--- config.mk ---
export PLATFORM = sky130hd
export DESIGN_NAME = rdn_mem_arb
export DESIGN_NICKNAME = d
export VERILOG_FILES = /design/src/rtl/rdn_pkg.sv /design/src/rtl/rdn_rr_arb2.sv /design/src/rtl/rdn_mem_arb.sv
export SDC_FILE = /design/constraint.sdc
export NUM_CORES = 2
export LEC_CHECK = 0
export ABC_CLOCK_PERIOD_IN_PS = 3100
export CAP_MARGIN = 20
export CORE_AREA = 4 4 655 657
export CTS_CLUSTER_DIAMETER = 100
export DETAILED_ROUTE_END_ITERATION = 16
export DIE_AREA = 0 0 659 661
export MAX_ROUTING_LAYER = met4
export PLACE_DENSITY = 0.35
export SYNTH_ARGS = -nofsm -noshare
export SYNTH_HDL_FRONTEND = slang
export SYNTH_HIERARCHICAL = 1
export SYNTH_SLANG_ARGS = --single-unit
--- constraint.sdc ---
create_clock -name i_clk -period 3.1 [get_ports i_clk]
set_clock_uncertainty 0.2 [all_clocks]
set_input_delay 0.465 -clock i_clk [delete_from_list [all_inputs] [get_ports i_clk]]
set_output_delay 0.465 -clock i_clk [all_outputs]
set_load 0.01 [all_outputs]
--- src/rtl/rdn_pkg.sv ---
// Shared types for the RDN memory arbiter: line format, FSM states and client identifiers.
package rdn_pkg;

  localparam int LINE_WORDS = 8;

  typedef logic [LINE_WORDS-1:0][63:0] line_t;

  typedef enum logic [1:0] {
    IDLE  = 2'd0,
    ISSUE = 2'd1,
    WAIT  = 2'd2
  } arb_state_t;

  typedef enum logic {
    WT  = 1'b0,
    IMG = 1'b1
  } client_t;

  function automatic client_t other_client(input client_t c);
    return (c == WT) ? IMG : WT;
  endfunction

endpackage

--- src/rtl/rdn_rr_arb2.sv ---
// Two-way round-robin grant: combinational choice, last_grant advances only on i_update.
module rdn_rr_arb2
  import rdn_pkg::*;
(
  input  logic       i_clk,
  input  logic       i_rst,
  input  logic [1:0] i_elig,
  input  logic       i_update,
  output logic       o_valid,
  output client_t    o_gnt
);

  client_t r_last;

  always_ff @(posedge i_clk) begin
    if (i_rst) begin
      r_last <= IMG;
    end else if (i_update) begin
      r_last <= o_gnt;
    end
  end

  // NOTE: every output of a combinational block gets a default first so no latch is inferred.
  always_comb begin
    o_valid = |i_elig;
    o_gnt   = WT;
    case (i_elig)
      2'b01:   o_gnt = WT;
      2'b10:   o_gnt = IMG;
      2'b11:   o_gnt = other_client(r_last);
      default: o_gnt = WT;
    endcase
  end

endmodule

--- src/rtl/rdn_mem_arb.sv ---
// Shares one host memory read port between the RDN weight and image loaders,
// fetching sequential cache lines per client with one read outstanding at a time.
module rdn_mem_arb
  import rdn_pkg::*;
#(
  parameter int ADDR_W = 42
) (
  input  logic              i_clk,
  input  logic              i_rst,
  input  logic              i_start,
  input  logic [ADDR_W-1:0] i_wt_base,
  input  logic [ADDR_W-1:0] i_img_base,
  input  logic              i_wt_req,
  input  logic              i_img_req,
  output logic              o_wt_ready,
  output logic              o_img_ready,
  output line_t             o_wt_data,
  output line_t             o_img_data,
  output logic              o_rd_req,
  output logic [ADDR_W-1:0] o_rd_addr,
  input  logic              i_rd_req_ack,
  input  logic              i_rd_resp_valid,
  input  line_t             i_rd_resp_data,
  output logic              o_busy,
  output logic              o_err
);

  arb_state_t        r_state, w_state_next;
  client_t           r_cur;
  logic [ADDR_W-1:0] r_wt_ptr, r_img_ptr, r_rd_addr;
  logic [1:0]        r_pend;
  logic              r_rd_req, r_wt_ready, r_img_ready, r_err;
  line_t             r_wt_data, r_img_data;

  logic              w_busy, w_start_ok, w_fire, w_accept, w_resp, w_gnt_valid;
  logic [1:0]        w_req, w_elig, w_clr;
  client_t           w_gnt;
  logic [ADDR_W-1:0] w_gnt_ptr;

  assign w_req      = {i_img_req, i_wt_req};
  assign w_elig     = r_pend | w_req;
  assign w_busy     = (r_state != IDLE) || (|r_pend);
  assign w_start_ok = i_start && !w_busy;
  // A start cycle reloads the pointers, so no grant is made from the stale ones.
  assign w_fire     = (r_state == IDLE) && w_gnt_valid && !w_start_ok;
  assign w_accept   = (r_state == ISSUE) && i_rd_req_ack;
  assign w_resp     = (r_state == WAIT) && i_rd_resp_valid;
  assign w_gnt_ptr  = (w_gnt == WT) ? r_wt_ptr : r_img_ptr;
  assign w_clr      = !w_fire ? 2'b00 : ((w_gnt == IMG) ? 2'b10 : 2'b01);

  rdn_rr_arb2 u_rr (
    .i_clk    (i_clk),
    .i_rst    (i_rst),
    .i_elig   (w_elig),
    .i_update (w_fire),
    .o_valid  (w_gnt_valid),
    .o_gnt    (w_gnt)
  );

  always_ff @(posedge i_clk) begin
    if (i_rst) r_state <= IDLE;
    else       r_state <= w_state_next;
  end

  always_comb begin
    w_state_next = r_state;
    case (r_state)
      IDLE:    if (w_fire)   w_state_next = ISSUE;
      ISSUE:   if (w_accept) w_state_next = WAIT;
      WAIT:    if (w_resp)   w_state_next = IDLE;
      default: w_state_next = IDLE;
    endcase
  end

  // NOTE: sequential state uses non-blocking assignments only; the ready pulses
  // rely on the default clear below being overridden later in the same block.
  always_ff @(posedge i_clk) begin
    if (i_rst) begin
      r_cur       <= WT;
      r_wt_ptr    <= '0;
      r_img_ptr   <= '0;
      r_pend      <= '0;
      r_rd_req    <= 1'b0;
      r_rd_addr   <= '0;
      r_wt_data   <= '0;
      r_img_data  <= '0;
      r_wt_ready  <= 1'b0;
      r_img_ready <= 1'b0;
      r_err       <= 1'b0;
    end else begin
      r_wt_ready  <= 1'b0;
      r_img_ready <= 1'b0;
      r_err       <= r_err || (|(r_pend & w_req));

      if (w_start_ok) begin
        r_wt_ptr  <= i_wt_base;
        r_img_ptr <= i_img_base;
        r_pend    <= '0;
      end else begin
        r_pend    <= (r_pend | w_req) & ~w_clr;
      end

      if (w_fire) begin
        r_rd_req  <= 1'b1;
        r_rd_addr <= w_gnt_ptr;
        r_cur     <= w_gnt;
      end

      if (w_accept) begin
        r_rd_req <= 1'b0;
        if (r_cur == WT) r_wt_ptr  <= r_wt_ptr + 1'b1;
        else             r_img_ptr <= r_img_ptr + 1'b1;
      end

      if (w_resp) begin
        if (r_cur == WT) begin
          r_wt_data  <= i_rd_resp_data;
          r_wt_ready <= 1'b1;
        end else begin
          r_img_data  <= i_rd_resp_data;
          r_img_ready <= 1'b1;
        end
      end
    end
  end

  assign o_wt_ready  = r_wt_ready;
  assign o_img_ready = r_img_ready;
  assign o_wt_data   = r_wt_data;
  assign o_img_data  = r_img_data;
  assign o_rd_req    = r_rd_req;
  assign o_rd_addr   = r_rd_addr;
  assign o_busy      = w_busy;
  assign o_err       = r_err;

endmodule

==> impl_metrics.ini <==
[min_path]
min_path_type = in2reg
hp-start = i_rd_resp_data[44]

[job]
cap_violations = 0

[setup_path]
startpoint_type = flip-flop
startpoint = r_state[1]
crit_type = reg2out
endpoint_kind = primary output
r2r_start = r_state[1]
cp_max_fo = 9
required_ns = 2.43
critPathArrivalTime_ns = 2.22

[clock_tree]
clkSlewWorstSetupHoldPaths_ns = 0.06
insertion_delay_ns = 0.89
cts_buffer_depth = 4
cts_tree = built
htree_levels = 4
cts_buffers = 165
root_buffer = clkbuf_16
cts_sinks = 1160

[synthesis]
syn_avg_cell_area_sq_um = 7.91
synth-edff-count = 0
synth_commonest_cells = 2,130 x nand2_1, 1,160 x dfxtp_1, 1,066 x a21oi_1
synth_warnings = 6
syn_inst = 5352
synth_fa_ha_area_frac = 0.000591
synth_top_family_by_area = simple AND/OR/NAND/NOR gates
synth_compound_area_frac = 0.160
synth_top_area_frac = 0.549
syn_nets = 5957
synth_top_cell_by_area = dfxtp_1
yosys.area_share.simple = 0.233
synth_xor_area_frac = 0.00103
ys_seq_elements = 1160
syn-cell-area_sq_um = 42300
synth_area_leaders = dfxtp_1 55%, nand2_1 19%, a21oi_1 13%
ys_types = 77
synth.area.mux_share = 0.0134
yosysMostFrequentCell = nand2_1
ys.flop_type = dfxtp_1
async_reset_ff_frac = 0
yosysSeqAreaShare = 0.549

[global_routing]
grt_usage = 0.160
grt_max_degree = 106
antenna_found_initial = 69
grt_pass1_wl_mm = 459
grt_pass1_vias = 46400
grt_overflow = 0

[sta]
tightestPinTransition_ns = 0.940
final-hold-violation-count = 0
rsz0062_at_grt = no
drv_slew = 0
finalCriticalPeriod_ns = 2.88
slew_headroom = 0.367
holdWs_ns = 0.0947
setup_viol = 0
setup-tns-final_ns = 0
max_freq_mhz = 347
fin_crit_sh = 0.929

[finish]
fin_cells = 13100
multi_input_area_sq_um = 17300
nNetsFinal = 7936
seqCellArea_sq_um = 23200
n_fill_cell = 47600
syn_to_final_growth_pct = 79.0
drive_gt1_frac = 0.0661

[place]
placed_cells = 12400
post-dp-hpwl_mm = 296
finalWeightedCongestion = 0.923
port_buffers = 1673

[die]
coreArea_sq_um = 423000
fp.dieH_microns = 661
fp-row-count = 239
start_util = 0.100
die_w_microns = 659
io_pins = 1674
die-area_sq_um = 436000

[routing]
drc_errors = 0
wirelength_mm = 357
num_vias = 47200
via_per_inst = 3.59
drtAntennaViolNets = 0
wl_per_cell_microns = 27.2
detail_route.first_pass.iterations = 6
drt_iter0_markers = 3557

[pwr]
power_leakage_nw = 24.2
ir_drop_v = 0.000334
power_density_nw_per_um2 = 541
finalPower_w = 0.0410

[outcome]
outcome = completed
-- worst max-delay path: stages (launching register included) --
cell and delay, ns:
dfxtp_1 0.41, nor4_4 0.42, inv_2 0.13, dlygate4sd2_1 0.36
-- logic make-up (layout without fill, tap and decap cells) --
| group | after synthesis | in the layout |
|---|---|---|
| simple gates | 2442 | 2442 |
| compound gates | 1262 | 1262 |
| flops | 1160 | 1160 |
| buf+inv | 426 | 2534 |
| mux | 55 | 55 |
| xor+xnor | 5 | 5 |
| fa+ha+maj | 2 | 2 |
| other cells | 0 | 15 |
-- metrics by stage --
step	setup WS, ns	utilization	cell area, sq um
floorplan	0.851	-	42300
global route	0.00142	0.179	75800
detailed placement	0.242	0.157	66200
CTS	0.000217	0.179	75700
global placement	0.254	0.157	66200
finish	0.220	0.179	75800
-- registers in the layout, summed over array words and instances (netlist names) --
register     count
u_rr/r_last      1
r_cur            1
r_pend           2
o_img_data     512
o_img_ready      1
r_img_ptr       42
r_wt_ptr        42
o_err            1
o_wt_ready       1
o_wt_data      512
r_state          2
o_rd_addr       42
o_rd_req         1
-- cell usage in the layout (no fill, tap or decap), types with 37 or more instances in the layout --
cell type	n
nor2_1	103
a211oi_1	47
a21oi_1	1066
clkbuf_1	39
nand3_1	37
buf_4	128
clkbuf_16	166
buf_12	51
dlygate4sd3_1	390
nand2_1	2130
dfxtp_1	1160
mux2i_1	46
clkdlybuf4s50_1	1649
-- power by group --
group	total, W	internal, W	switching [W]
sequential	0.0159	0.0154	0.000550
combinational	0.00506	0.00224	0.00282
clock	0.0200	0.0119	0.00811
total	0.0410	0.0296	0.0115
-- routing by layer --
layer / track usage / wire, microns / vias up
met5: - / 0 / -
met4: 0.0375 / 9270 / 0
met3: 0.0529 / 30900 / 401
met2: 0.271 / 176000 / 1769
met1: 0.181 / 141000 / 23300
li1: - / - / 21700
-- cell type report --
type,count,share of cell area
sequential,1160,0.306
clock buffer,236,0.0624
tap,5663,0.0935
clock inverter,60,0.0117
multi-input combinational,3766,0.228
inverter,15,0.000743
antenna,15,0.000495
timing repair buffer,2223,0.296
-- path summary, 6_finish.rpt --
| check | endpoint | slack [ns] | cells after the start |
|---|---|---|---|
| worst max-delay path | o_busy | 0.22 | 3 |
| worst min-delay path | o_img_data[44] | 0.09 | 3 |
| worst max register to register | r_wt_ptr[4] | 0.40 | 6 |
| worst min register to register | o_img_data[2] | 0.25 | 2 |
-- timing repair --
item,in CTS,in global routing
endpoints found under the setup margin,2,2
hold endpoints to repair,627,0
buffers inserted,0,0
hold buffers,390,0
resized for setup,2,2
Power figures use the tool's default switching activity.
